### src/rtl/temp_monitor_if.sv
// Temperature monitor bus: conversion control in, post-processed results out.
interface temp_monitor_if;
  logic       en;
  logic       peak_clr;
  logic [7:0] temp_data;
  logic       sense_clr;
  logic [7:0] temp_avg;
  logic       avg_valid;
  logic       over_temp;
  logic [7:0] temp_max;
  logic [7:0] temp_min;

  modport master (output en, peak_clr, temp_data,
                  input  sense_clr, temp_avg, avg_valid, over_temp, temp_max, temp_min);
  modport slave  (input  en, peak_clr, temp_data,
                  output sense_clr, temp_avg, avg_valid, over_temp, temp_max, temp_min);
endinterface

### src/rtl/temp_monitor.sv
// Conversion scheduler and post-processor for the on-die temperature sensor.
// One period counter (pc) times the whole CLR/WAIT/SAMPLE/HOLD sequence, so
// sense_clr repeats exactly every PERIOD cycles while enabled.
module temp_monitor #(
  parameter int         PERIOD    = 1250000,
  parameter int         CLR_LEN   = 16,
  parameter int         CONV_WAIT = 250000,
  parameter int         AVG_LOG2  = 2,
  parameter logic [7:0] T_HI      = 8'd100,
  parameter logic [7:0] T_LO      = 8'd90
) (
  input  logic          i_clk125,
  input  logic          i_clr_n,
  temp_monitor_if.slave bus
);
  localparam int PC_W  = $clog2(PERIOD);
  localparam int ACC_W = 8 + AVG_LOG2;
  localparam int CNT_W = AVG_LOG2 + 1;
  localparam logic [PC_W-1:0]  PC_CLR_LAST  = PC_W'(CLR_LEN - 1);
  localparam logic [PC_W-1:0]  PC_WAIT_LAST = PC_W'(CLR_LEN + CONV_WAIT - 1);
  localparam logic [PC_W-1:0]  PC_LAST      = PC_W'(PERIOD - 1);
  localparam logic [CNT_W-1:0] CNT_FULL     = CNT_W'(1 << AVG_LOG2);

  typedef enum logic [2:0] {IDLE, CLR, WAIT, SAMPLE, HOLD} state_t;

  state_t           r_state, w_state_nxt;
  logic [PC_W-1:0]  r_pc;
  logic [ACC_W-1:0] r_acc;
  logic [CNT_W-1:0] r_cnt;
  logic [7:0]       r_avg, r_max, r_min;
  logic             r_avg_valid, r_over_temp;
  logic             w_sample, w_hold_exit, w_to_idle, w_avg_done;

  assign w_sample    = (r_state == SAMPLE);
  assign w_hold_exit = (r_state == HOLD) && (r_pc == PC_LAST);
  assign w_to_idle   = w_hold_exit && !bus.en;
  assign w_avg_done  = (r_cnt == CNT_FULL);

  // State register
  always_ff @(posedge i_clk125) begin
    if (!i_clr_n) r_state <= IDLE;
    else          r_state <= w_state_nxt;
  end

  // Next-state: phase boundaries all come from the shared period counter
  always_comb begin
    w_state_nxt = r_state;
    unique case (r_state)
      IDLE:    if (bus.en) w_state_nxt = CLR;
      CLR:     if (r_pc == PC_CLR_LAST) w_state_nxt = WAIT;
      WAIT:    if (r_pc == PC_WAIT_LAST) w_state_nxt = SAMPLE;
      SAMPLE:  w_state_nxt = HOLD;
      HOLD:    if (r_pc == PC_LAST) w_state_nxt = bus.en ? CLR : IDLE;
      default: w_state_nxt = IDLE;
    endcase
  end

  // Period counter: zero while idle and at the wrap into the next CLR
  always_ff @(posedge i_clk125) begin
    if (!i_clr_n)                        r_pc <= '0;
    else if (r_state == IDLE || w_hold_exit) r_pc <= '0;
    else                                 r_pc <= r_pc + 1'b1;
  end

  // Block average; a completed block wins over the en-drop discard
  always_ff @(posedge i_clk125) begin
    if (!i_clr_n) begin
      r_acc       <= '0;
      r_cnt       <= '0;
      r_avg       <= '0;
      r_avg_valid <= 1'b0;
    end else begin
      r_avg_valid <= 1'b0;
      if (w_avg_done) begin
        r_avg       <= r_acc[ACC_W-1:AVG_LOG2];
        r_avg_valid <= 1'b1;
        r_acc       <= '0;
        r_cnt       <= '0;
      end else if (w_to_idle) begin
        r_acc <= '0;
        r_cnt <= '0;
      end else if (w_sample) begin
        r_acc <= r_acc + ACC_W'(bus.temp_data);
        r_cnt <= r_cnt + 1'b1;
      end
    end
  end

  // Hysteretic alarm, looks only at the freshly published average
  always_ff @(posedge i_clk125) begin
    if (!i_clr_n)                  r_over_temp <= 1'b0;
    else if (r_avg_valid) begin
      if (r_avg >= T_HI)           r_over_temp <= 1'b1;
      else if (r_avg <= T_LO)      r_over_temp <= 1'b0;
    end
  end

  // Raw peak tracking; a clear coincident with a sample seeds both with it
  always_ff @(posedge i_clk125) begin
    if (!i_clr_n) begin
      r_max <= 8'h00;
      r_min <= 8'hFF;
    end else if (bus.peak_clr && w_sample) begin
      r_max <= bus.temp_data;
      r_min <= bus.temp_data;
    end else if (bus.peak_clr) begin
      r_max <= 8'h00;
      r_min <= 8'hFF;
    end else if (w_sample) begin
      if (bus.temp_data > r_max) r_max <= bus.temp_data;
      if (bus.temp_data < r_min) r_min <= bus.temp_data;
    end
  end

  assign bus.sense_clr = (r_state == CLR);
  assign bus.temp_avg  = r_avg;
  assign bus.avg_valid = r_avg_valid;
  assign bus.over_temp = r_over_temp;
  assign bus.temp_max  = r_max;
  assign bus.temp_min  = r_min;
endmodule

### src/flat_wrapper.sv
// flat-port wrapper written by rule: the top's interface ports become plain ports
module temp_monitor_flat 
#(
  parameter int         PERIOD    = 1250000,
  parameter int         CLR_LEN   = 16,
  parameter int         CONV_WAIT = 250000,
  parameter int         AVG_LOG2  = 2,
  parameter logic [7:0] T_HI      = 8'd100,
  parameter logic [7:0] T_LO      = 8'd90
)
  (i_clk125, i_clr_n, bus_en, bus_peak_clr, bus_temp_data, bus_sense_clr, bus_temp_avg, bus_avg_valid, bus_over_temp, bus_temp_max, bus_temp_min);
  temp_monitor_if bus_i ();
  input  logic i_clk125;
  input  logic i_clr_n;
  input wire logic [$bits(bus_i.en)-1:0] bus_en;
  input wire logic [$bits(bus_i.peak_clr)-1:0] bus_peak_clr;
  input wire logic [$bits(bus_i.temp_data)-1:0] bus_temp_data;
  output wire logic [$bits(bus_i.sense_clr)-1:0] bus_sense_clr;
  output wire logic [$bits(bus_i.temp_avg)-1:0] bus_temp_avg;
  output wire logic [$bits(bus_i.avg_valid)-1:0] bus_avg_valid;
  output wire logic [$bits(bus_i.over_temp)-1:0] bus_over_temp;
  output wire logic [$bits(bus_i.temp_max)-1:0] bus_temp_max;
  output wire logic [$bits(bus_i.temp_min)-1:0] bus_temp_min;
  assign bus_i.en = bus_en;
  assign bus_i.peak_clr = bus_peak_clr;
  assign bus_i.temp_data = bus_temp_data;
  assign bus_sense_clr = bus_i.sense_clr;
  assign bus_temp_avg = bus_i.temp_avg;
  assign bus_avg_valid = bus_i.avg_valid;
  assign bus_over_temp = bus_i.over_temp;
  assign bus_temp_max = bus_i.temp_max;
  assign bus_temp_min = bus_i.temp_min;
  temp_monitor #(.PERIOD(PERIOD), .CLR_LEN(CLR_LEN), .CONV_WAIT(CONV_WAIT), .AVG_LOG2(AVG_LOG2), .T_HI(T_HI), .T_LO(T_LO)) u_core (.i_clk125(i_clk125), .i_clr_n(i_clr_n), .bus(bus_i));
endmodule
### config.mk
export PLATFORM = sky130hd
export DESIGN_NAME = temp_monitor_flat
export DESIGN_NICKNAME = d
export VERILOG_FILES = /design/src/rtl/temp_monitor_if.sv /design/src/rtl/temp_monitor.sv /design/src/flat_wrapper.sv
export SDC_FILE = /design/constraint.sdc
export NUM_CORES = 1
export LEC_CHECK = 0
export CAP_MARGIN = 15
export CORE_MARGIN = 2
export CORE_UTILIZATION = 40
export DETAILED_ROUTE_END_ITERATION = 8
export GPL_ROUTABILITY_DRIVEN = 0
export GPL_TIMING_DRIVEN = 0
export PLACE_DENSITY = 0.59
export RECOVER_POWER = 25
export SLEW_MARGIN = 20
export SYNTH_ARGS = -nofsm -noshare
export SYNTH_HDL_FRONTEND = slang
export SYNTH_SLANG_ARGS = --single-unit
### constraint.sdc
create_clock -name i_clk125 -period 2.6 [get_ports i_clk125]
set_clock_uncertainty 0.05 [all_clocks]
set_input_delay 0.52 -clock i_clk125 [delete_from_list [all_inputs] [get_ports i_clk125]]
set_output_delay 0.52 -clock i_clk125 [all_outputs]
set_load 0.02 [all_outputs]
==> flow_metrics.tcl <==
set metrics [dict create \
    status "finished, final reports clean" \
    cts.sinks 63 \
    r2r_start "u_core.r_pc[8]" \
    yosysSeqAreaShare 0.362 \
    p_comb_frac 0.064 \
    path_max_fanout 5 \
    worstMarginPinSlew_ns 0.621 \
    setup_viol 0 \
    hp-class "flop to flop" \
    power.density_nw_per_um2 462 \
    power_w 0.00195 \
    p_sw_w 0.000435 \
    hpwl_um 5860 \
    row_count 34 \
    dp_cells 547 \
    worst_slew_margin_rel 0.586 \
    crit_chain "clkdlybuf4s50_1 -> ha_1 -> o21ai_0 -> nor2_1 -> o21ai_1 -> mux2_2 -> o21ba_2" \
    clockBufferDepth 2 \
    cts_max_level 3 \
    cts_made_buffers 9 \
    hold_end "u_core.r_pc[0]" \
    final-max-slew-violation-count 0 \
    switching_share 0.224 \
    io_buffers 38 \
    yosysWarningCount 0 \
    drt_iter0_drc 133 \
    layout_min_cycle_time_ns 2.45 \
    clock.fmax_mhz 407 \
    rsz0062_at_grt "false" \
    synth_edf_count 0 \
    cp_slowest_cell "clkdlybuf4s50_1" \
    end_kind "flop" \
    clkTransAtPathRegs_ns 0.06 \
    die_h_um 97.3 \
    clockRootBuffer "clkbuf_8" \
    synthFlopType "dfxtp_1" \
    syn-num-nets 440 \
    leakage_nw 1.62 \
    ant_nets 0 \
    intPower_w 0.00151 \
    cts_setup_buffers 0 \
    cts_tree "done" \
    synth.area.top_cells "dfxtp_1, ha_1, nand2_1" \
    drc 0 \
    synthCells 401 \
    hold_depth 1 \
    wire_per_inst_um 13.9 \
    reg2reg_depth 6 \
    required_ns 2.77 \
    cap_violations 0 \
    peakVddDrop_mv 0.190 \
    rr_endpoint "u_core.r_acc[2]" \
    start_util 0.405 \
    ioPinCount 39 \
    hold_ws_ns 0.392 \
    clk_latency_ns 0.33 \
    stdcell_count 562 \
    worst_path_largest_cell_delay_ns 0.54 \
    critPathLaunch "bus_temp_data[2]" \
    grt_overflow 0 \
    yosysUniqueCellTypes 53 \
    wirelength_um 7790 \
    startpoint_type "primary input" \
    crit_type "primary input to flop" \
    vias 2957 \
    hold_viol 0 \
    grt_usage 0.173 \
    p_seq_frac 0.497 \
    async_flop_share 0 \
    grt_pass1_vias 2813 \
    grt_max_degree 11 \
    die_area_um2 9460 \
    syn_area_per_cell_um2 8.68 \
    critical_path_arrival_ns 2.63 \
    grt_antenna_before_repair 0 \
    synth.top_cell.area_share 0.362 \
    period_share 0.944 \
    syn2layout_area_growth_pct 21.1 \
    synth_top_area_cell "dfxtp_1" \
    avgViaCountPerCell 5.26 \
    pwr-share-clk 0.439 \
    drive_gt1_frac 0.0727 \
    fin_tns_setup_ns 0 \
    min_from "u_core.r_pc[0]" \
    hold_buffers 0 \
    dieWidth_um 97.3 \
    ys_ff_latch 63 \
    synth_area_um2 3480 \
    grt_pass1_wl_um 13500 \
    coreArea_um2 8590 \
    nets 489 \
    antenna_cells 0 \
    dr.pass1.iters 4 \
    reg2reg_slack_ns 0.34 \
]
[power by group through the flow]
stage	combinational [W]	sequential [W]	clock, W
after floorplan	0.0000715	0.000989	0
after global placement	0.000122	0.000989	0
after detailed placement	0.000122	0.000990	0
after CTS	0.000124	0.000967	0.000883
after global routing	0.000136	0.000967	0.000925
final	0.000124	0.000968	0.000854
[cells in the final DEF (no fill, tap or decap), types with 2 or more instances in the layout]
cell             netlist  final
a22o_1                 9      9
nor2_1                37     37
nor4_1                 3      3
nand3b_1               4      4
a31oi_1                5      5
dfxtp_1               63     63
xor2_1                 8      8
a211oi_1               5      4
and2_1                 2      2
nor3_1                13     14
ha_1                  26     25
nor3b_1               12     11
xnor2_1               14     14
o21ba_2                2      2
a21oi_1               13     13
buf_6                  3      3
nand3_1               11     11
o21ai_0               11     10
and3_1                 7      7
clkdlybuf4s50_1        0     25
nand4_1               14     14
mux2i_1                8      8
a21boi_0              10     10
nand2_1               42     42
inv_1                 22     22
nor2b_1               12     12
a21o_1                 4      4
clkbuf_8               0     11
dlygate4sd3_1          0     11
clkbuf_1               9     10
mux2_2                 2      2
nand2b_1               5      5
[metal layers]
| metal | vias up | track usage | part of all wire |
|---|---|---|---|
| met3 | 15 | 0.0302 | 0.027 |
| met5 | - | 0 | 0 |
| li1 | 1520 | - | - |
| met1 | 1381 | 0.238 | 0.50 |
| met2 | 41 | 0.273 | 0.45 |
| met4 | 0 | 0.0662 | 0.021 |
[logic make-up after synthesis]
group,synth area share
XOR/XNOR,0.0554
buffers and inverters,0.0457
AO/OA/AOI/OAI,0.156
multiplexers,0.0295
AND/OR/NAND/NOR,0.251
adder cells (fa/ha/maj),0.0992
flip-flops,0.362
[registers in the layout (all words and copies together) (netlist names)]
register,cells
u_core.bus.temp_min,8
u_core.bus.temp_max,8
u_core.bus.over_temp,1
u_core.r_pc,21
u_core.r_acc,10
u_core.bus.temp_avg,8
u_core.bus.avg_valid,1
u_core.r_state,3
u_core.r_cnt,3
[worst max path at each step]
stage / to / depth (start not counted)
floorplan: u_core.r_acc[6] / 7
global placement: u_core.r_acc[6] / 8
detailed placement: u_core.r_acc[6] / 8
CTS: u_core.r_acc[5] / 7
global route: u_core.bus.temp_max[4] / 6
finish: u_core.r_acc[5] / 7
[timing repair]
action	in CTS	in global routing
setup endpoints to repair	1	12
resized for setup	3	4
pin swaps	0	0
[worst max-delay path: cells and delay by family]
kind	cells	cell delay [ns]
muxes	1	0.36
AOI/OAI and AO/OA	3	0.67
buffers and inverters	1	0.54
adders and majority gates	1	0.44
and+or+nand+nor	1	0.10
[cells in the mapped netlist, types with 2 or more instances]
cell,number
a31oi_1,5
dfxtp_1,63
a22o_1,9
mux2_2,2
and2_1,2
ha_1,26
buf_6,3
inv_1,22
nor3_2,2
o21ai_0,11
xnor2_1,14
nand2b_1,5
nor4_1,3
nand3_1,11
xor2_1,8
a21boi_0,10
nor2_1,37
nor2b_1,12
nand4_1,14
and3_1,7
nor3_1,13
a21oi_1,13
nand2_1,42
a21o_1,4
clkbuf_1,9
nand3b_1,4
mux2i_1,8
a211oi_1,5
nor3b_1,12
o21ba_2,2
[through the flow]
step	utilization	setup WS (ns)	cell area, µm²
6_report	0.490	0.146	4210
5_1_grt	0.490	0.00190	4210
4_1_cts	0.489	0.0202	4200
3_5_place_dp	0.465	-0.468	4000
3_3_place_gp	0.465	-0.489	4000
2_1_floorplan	-	0.235	3480
[final cells by class]
class	count	area, µm²
repair buffers	38	382
clock inverters	3	42.5
fillers	874	4380
plain buffers	14	76.3
inverters	22	82.6
multi-input cells	302	2080
flip-flops and latches	63	1260
clock buffers	12	155
well taps	108	135
Power figures use the tool's default switching activity.
